[src/rtl/ctrl_antitrepidacao.sv]
// ctrl_antitrepidacao: debounces a bouncing input with a 2-flop synchroniser and stability counter,
// producing a filtered level, one-cycle edge pulses and a saturating count of rejected bounces.
module ctrl_antitrepidacao #(
    parameter int   N_ESTAVEL   = 16,
    parameter int   W_CNT       = 8,
    parameter int   W_TREP      = 8,
    parameter logic NIVEL_RESET = 1'b0
) (
    input  logic              clkIn,
    input  logic              clr,
    input  logic              entrada,
    input  logic              limpa_trep,
    output logic              saida,
    output logic              pulso_sub,
    output logic              pulso_desc,
    output logic              ocupado,
    output logic [W_TREP-1:0] n_trep
);
    typedef enum logic {ESTAVEL, CONTANDO} estado_t;
    localparam logic [W_CNT-1:0]  CNT_FIM  = W_CNT'(N_ESTAVEL - 1);
    localparam logic [W_TREP-1:0] TREP_MAX = '1;
    estado_t           r_estado, w_prox;
    logic              r_sinc1, r_sinc2, r_saida, r_sub, r_desc;
    logic              w_saida, w_sub, w_desc, w_aborta;
    logic [W_CNT-1:0]  r_cnt, w_cnt;
    logic [W_TREP-1:0] r_trep, w_trep;
    always_comb begin
        w_prox   = r_estado;
        w_cnt    = '0;
        w_saida  = r_saida;
        w_sub    = 1'b0;
        w_desc   = 1'b0;
        w_aborta = 1'b0;
        case (r_estado)
            ESTAVEL: w_prox = (r_sinc2 != r_saida) ? CONTANDO : ESTAVEL;
            CONTANDO: begin
                if (r_sinc2 == r_saida) begin
                    w_prox   = ESTAVEL;
                    w_aborta = 1'b1;
                end else if (r_cnt == CNT_FIM) begin
                    w_prox  = ESTAVEL;
                    w_saida = ~r_saida;
                    w_sub   = ~r_saida;
                    w_desc  = r_saida;
                end else begin
                    w_cnt = r_cnt + W_CNT'(1);
                end
            end
        endcase
        // clear wins over a same-cycle abort; the count sticks at all-ones
        w_trep = limpa_trep ? '0 : (w_aborta && r_trep != TREP_MAX) ? r_trep + W_TREP'(1) : r_trep;
    end
    always_ff @(posedge clkIn or negedge clr) begin
        if (!clr) begin
            r_sinc1  <= NIVEL_RESET;
            r_sinc2  <= NIVEL_RESET;
            r_saida  <= NIVEL_RESET;
            r_estado <= ESTAVEL;
            r_cnt    <= '0;
            r_trep   <= '0;
            r_sub    <= 1'b0;
            r_desc   <= 1'b0;
        end else begin
            r_sinc1  <= entrada;
            r_sinc2  <= r_sinc1;
            r_saida  <= w_saida;
            r_estado <= w_prox;
            r_cnt    <= w_cnt;
            r_trep   <= w_trep;
            r_sub    <= w_sub;
            r_desc   <= w_desc;
        end
    end
    assign saida      = r_saida;
    assign pulso_sub  = r_sub;
    assign pulso_desc = r_desc;
    assign ocupado    = (r_estado == CONTANDO);
    assign n_trep     = r_trep;
endmodule

[config.mk]
export PLATFORM = sky130hd
export DESIGN_NAME = ctrl_antitrepidacao
export DESIGN_NICKNAME = d
export VERILOG_FILES = /design/src/rtl/ctrl_antitrepidacao.sv
export SDC_FILE = /design/constraint.sdc
export NUM_CORES = 1
export LEC_CHECK = 0
export ABC_AREA = 0
export CAP_MARGIN = 25
export CORE_ASPECT_RATIO = 0.75
export CORE_MARGIN = 8
export CORE_UTILIZATION = 31
export CTS_BUF_LIST = sky130_fd_sc_hd__clkbuf_8
export DETAILED_ROUTE_END_ITERATION = 10
export GPL_TIMING_DRIVEN = 1
export PLACE_DENSITY = 0.5
export REMOVE_ABC_BUFFERS = 1
export SLEW_MARGIN = 20
export SYNTH_ARGS = -nofsm -noshare
export SYNTH_HDL_FRONTEND = slang
export SYNTH_SLANG_ARGS = --single-unit
[constraint.sdc]
create_clock -name clkIn -period 1.6 [get_ports clkIn]
set_clock_uncertainty 0.05 [all_clocks]
set_input_delay 0.32 -clock clkIn [delete_from_list [all_inputs] [get_ports clkIn]]
set_output_delay 0.32 -clock clkIn [all_outputs]
set_load 0.005 [all_outputs]
==> reports/metrics.yaml <==
yosys:
  synth_area_um2: 1000
  yosys_warnings: 0
  netlist_instances: 90
  async_flop_share_pct: 100
  syn_avg_cell_area_um2: 11.1
  seq_area_frac_synth_pct: 54.9
  post_synth_num_cell_types: 30
  synth_ff_type: "dfrtp_1"
  synth-seq-cells: 22
  synth_edf_count: 0
setup_path:
  cp.arrival_ps: 1700
  required_ps: 1730
  end_kind: "register"
  critPathLaunchType: "register"
  crit_fanout: 5
  critical_path_class: "reg2reg"
cts:
  cts.clk_slew.worst_paths_ps: 80
  cts_tree: "built"
  worstSkewPairLatency_ps: 260
  clock_path_buffers: 2
  clock-root-buffer: "clkbuf_8"
  cts-buffers-inserted: 3
  ctsHoldBuffers: 0
  cts_sinks: 22
  htreeDepth: 1
sta:
  finalHoldViolations: 0
  holdWs_ps: 308
  rsz0062_at_grt: "yes"
  finalMaxSlewViolations: 0
  period_share_pct: 98.5
  fin_crit_ps: 1580
  setup_viol: 0
  worst-slew-pin-transition_ps: 367
  slew_headroom_pct: 75.5
  max_freq_ghz: 0.635
  finalSetupTns_ps: 0
pwr:
  p_total_mw: 1.16
  p_per_area_nw_per_um2: 777
  power.leakage_nw: 0.702
  peakVddDrop_uv: 426
layout:
  n_fill_cell: 322
  nets: 137
  drive_gt1_share_pct: 31.5
  diodes: 0
  layout.cells.non_filler: 170
  post-route-util_pct: 46.8
  area_growth_pct: 49.2
detailed_routing:
  first_iter_violations: 39
  post-route-drc-count: 0
  drt_pass1_iterations: 4
  wl_per_cell_um: 12.9
  ant_nets: 0
  vias_per_cell: 4.66
  drt-total-wl_um: 2200
  vias: 793
die:
  ios: 16
  core_um2: 3200
  dieArea_um2: 5330
  rows: 18
  fp.dieW_um: 81.7
  fp.dieH_um: 65.2
  start_util_pct: 31.3
global_route:
  grt_pass1_vias: 774
  grt_max_degree: 23
  grt_first_pass_wirelength_um: 3600
  grt_util_all_layers_pct: 8.60
  antenna_found_initial: 0
  grt_remaining_overflow: 0
placement:
  port_buffers: 15
  hpwl_um: 1550
  placedCellCount: 160
  finalWeightedCongestion: 0.763
job:
  maxCapViolCount: 0
outcome:
  status: "complete, no violations"
min_path:
  hold_class: "reg2reg"
sequential cells by signal, summed over array words and instances (netlist names):
signal,count
n_trep,8
ocupado,1
pulso_desc,1
pulso_sub,1
r_cnt,8
r_sinc1,1
r_sinc2,1
saida,1
cells in the final DEF (no fill, tap or decap), types with 3 or more instances in the layout:
cell / instances
nand4_1: 3
buf_6: 3
a21oi_1: 5
nand2_1: 4
o21ai_1: 4
clkdlybuf4s50_1: 7
dlygate4sd2_1: 7
nor2_1: 8
clkbuf_8: 3
xor2_1: 4
buf_4: 19
dfrtp_1: 21
or3_1: 4
nand3_1: 3
synthesized netlist by cell type (2+ instances only):
cell type,number,area share (%)
or3_1,4,2.5
nand2_1,4,1.5
o31ai_1,2,1.5
nor2_1,8,3.0
a21oi_1,7,3.5
xor2_1,6,5.2
and3_1,2,1.2
nor3b_1,2,1.5
nand3_1,5,2.5
or4_1,2,1.5
ha_1,2,2.5
inv_1,2,0.75
nand4_1,3,1.9
o21ai_1,4,2.0
dfrtp_1,22,55
per-stage QoR:
stage | instance area (um^2) | setup WS [ps]
floorplan | 987 | -1.92
global placement | 1320 | 38.3
CTS | 1420 | 7.34
finish | 1500 | 24.7
detailed placement | 1320 | 35.7
global route | 1500 | -53.8
area by class of cell:
type	count	area [um^2]	area share, %
well taps	40	50.0	3.35
clock buffers	3	41.3	2.76
multi-input cells	65	494	33.1
flip-flops and latches	22	552	36.9
clock inverters	1	30.0	2.01
repair buffers	37	320	21.4
inverters	2	7.51	0.502
worst paths after layout:
| check | from | endpoint | slack [ps] | depth (start not counted) |
|---|---|---|---|---|
| setup / recovery | n_trep[5] | n_trep[5] | 20 | 5 |
| hold / removal | r_sinc1 | r_sinc2 | 310 | 0 |
| setup reg to reg | n_trep[5] | n_trep[5] | 20 | 5 |
| hold reg to reg | r_sinc1 | r_sinc2 | 310 | 0 |
| max in group asynchronous | clr | r_sinc2 | 910 | 2 |
| min in group asynchronous | clr | n_trep[2] | 360 | 2 |
cell families (layout without fill, tap and decap cells):
| family | after synthesis | count (layout) | share of synthesized area [%] |
|---|---|---|---|
| muxes | 2 | 2 | 2.50 |
| buffers and inverters | 4 | 43 | 2.25 |
| adders and majority gates | 2 | 2 | 2.50 |
| xor gates and xnor gates | 8 | 8 | 7.74 |
| DFF | 22 | 22 | 54.9 |
| AOI/OAI and AO/OA | 15 | 16 | 8.99 |
| and+or+nand+nor | 37 | 37 | 21.1 |
timing repair:
action | 4_1_cts | 5_1_grt
resized for setup | 9 | 11
buffers inserted | 3 | 2
pin swaps | 0 | 3
setup endpoints to repair | 7 | 13
cloned | 0 | 1
report_power, final:
group / internal, mW / switching, mW
Clock: 0.334 / 0.169
Sequential: 0.565 / 0.00919
Combinational: 0.0418 / 0.0429
critical path, stage by stage, from the launching register on:
cell,delay (ps)
dfrtp_1,400
buf_6,120
nand4_1,230
o211ai_2,150
or4_1,410
a21oi_1,150
routing by layer:
layer	GRT usage, %	part of all wire, %
met1	10.7	48
met2	13.0	47
met3	3.54	4.0
met5	0	0
met4	3.28	1.3
(Power assumes the default switching activity.)
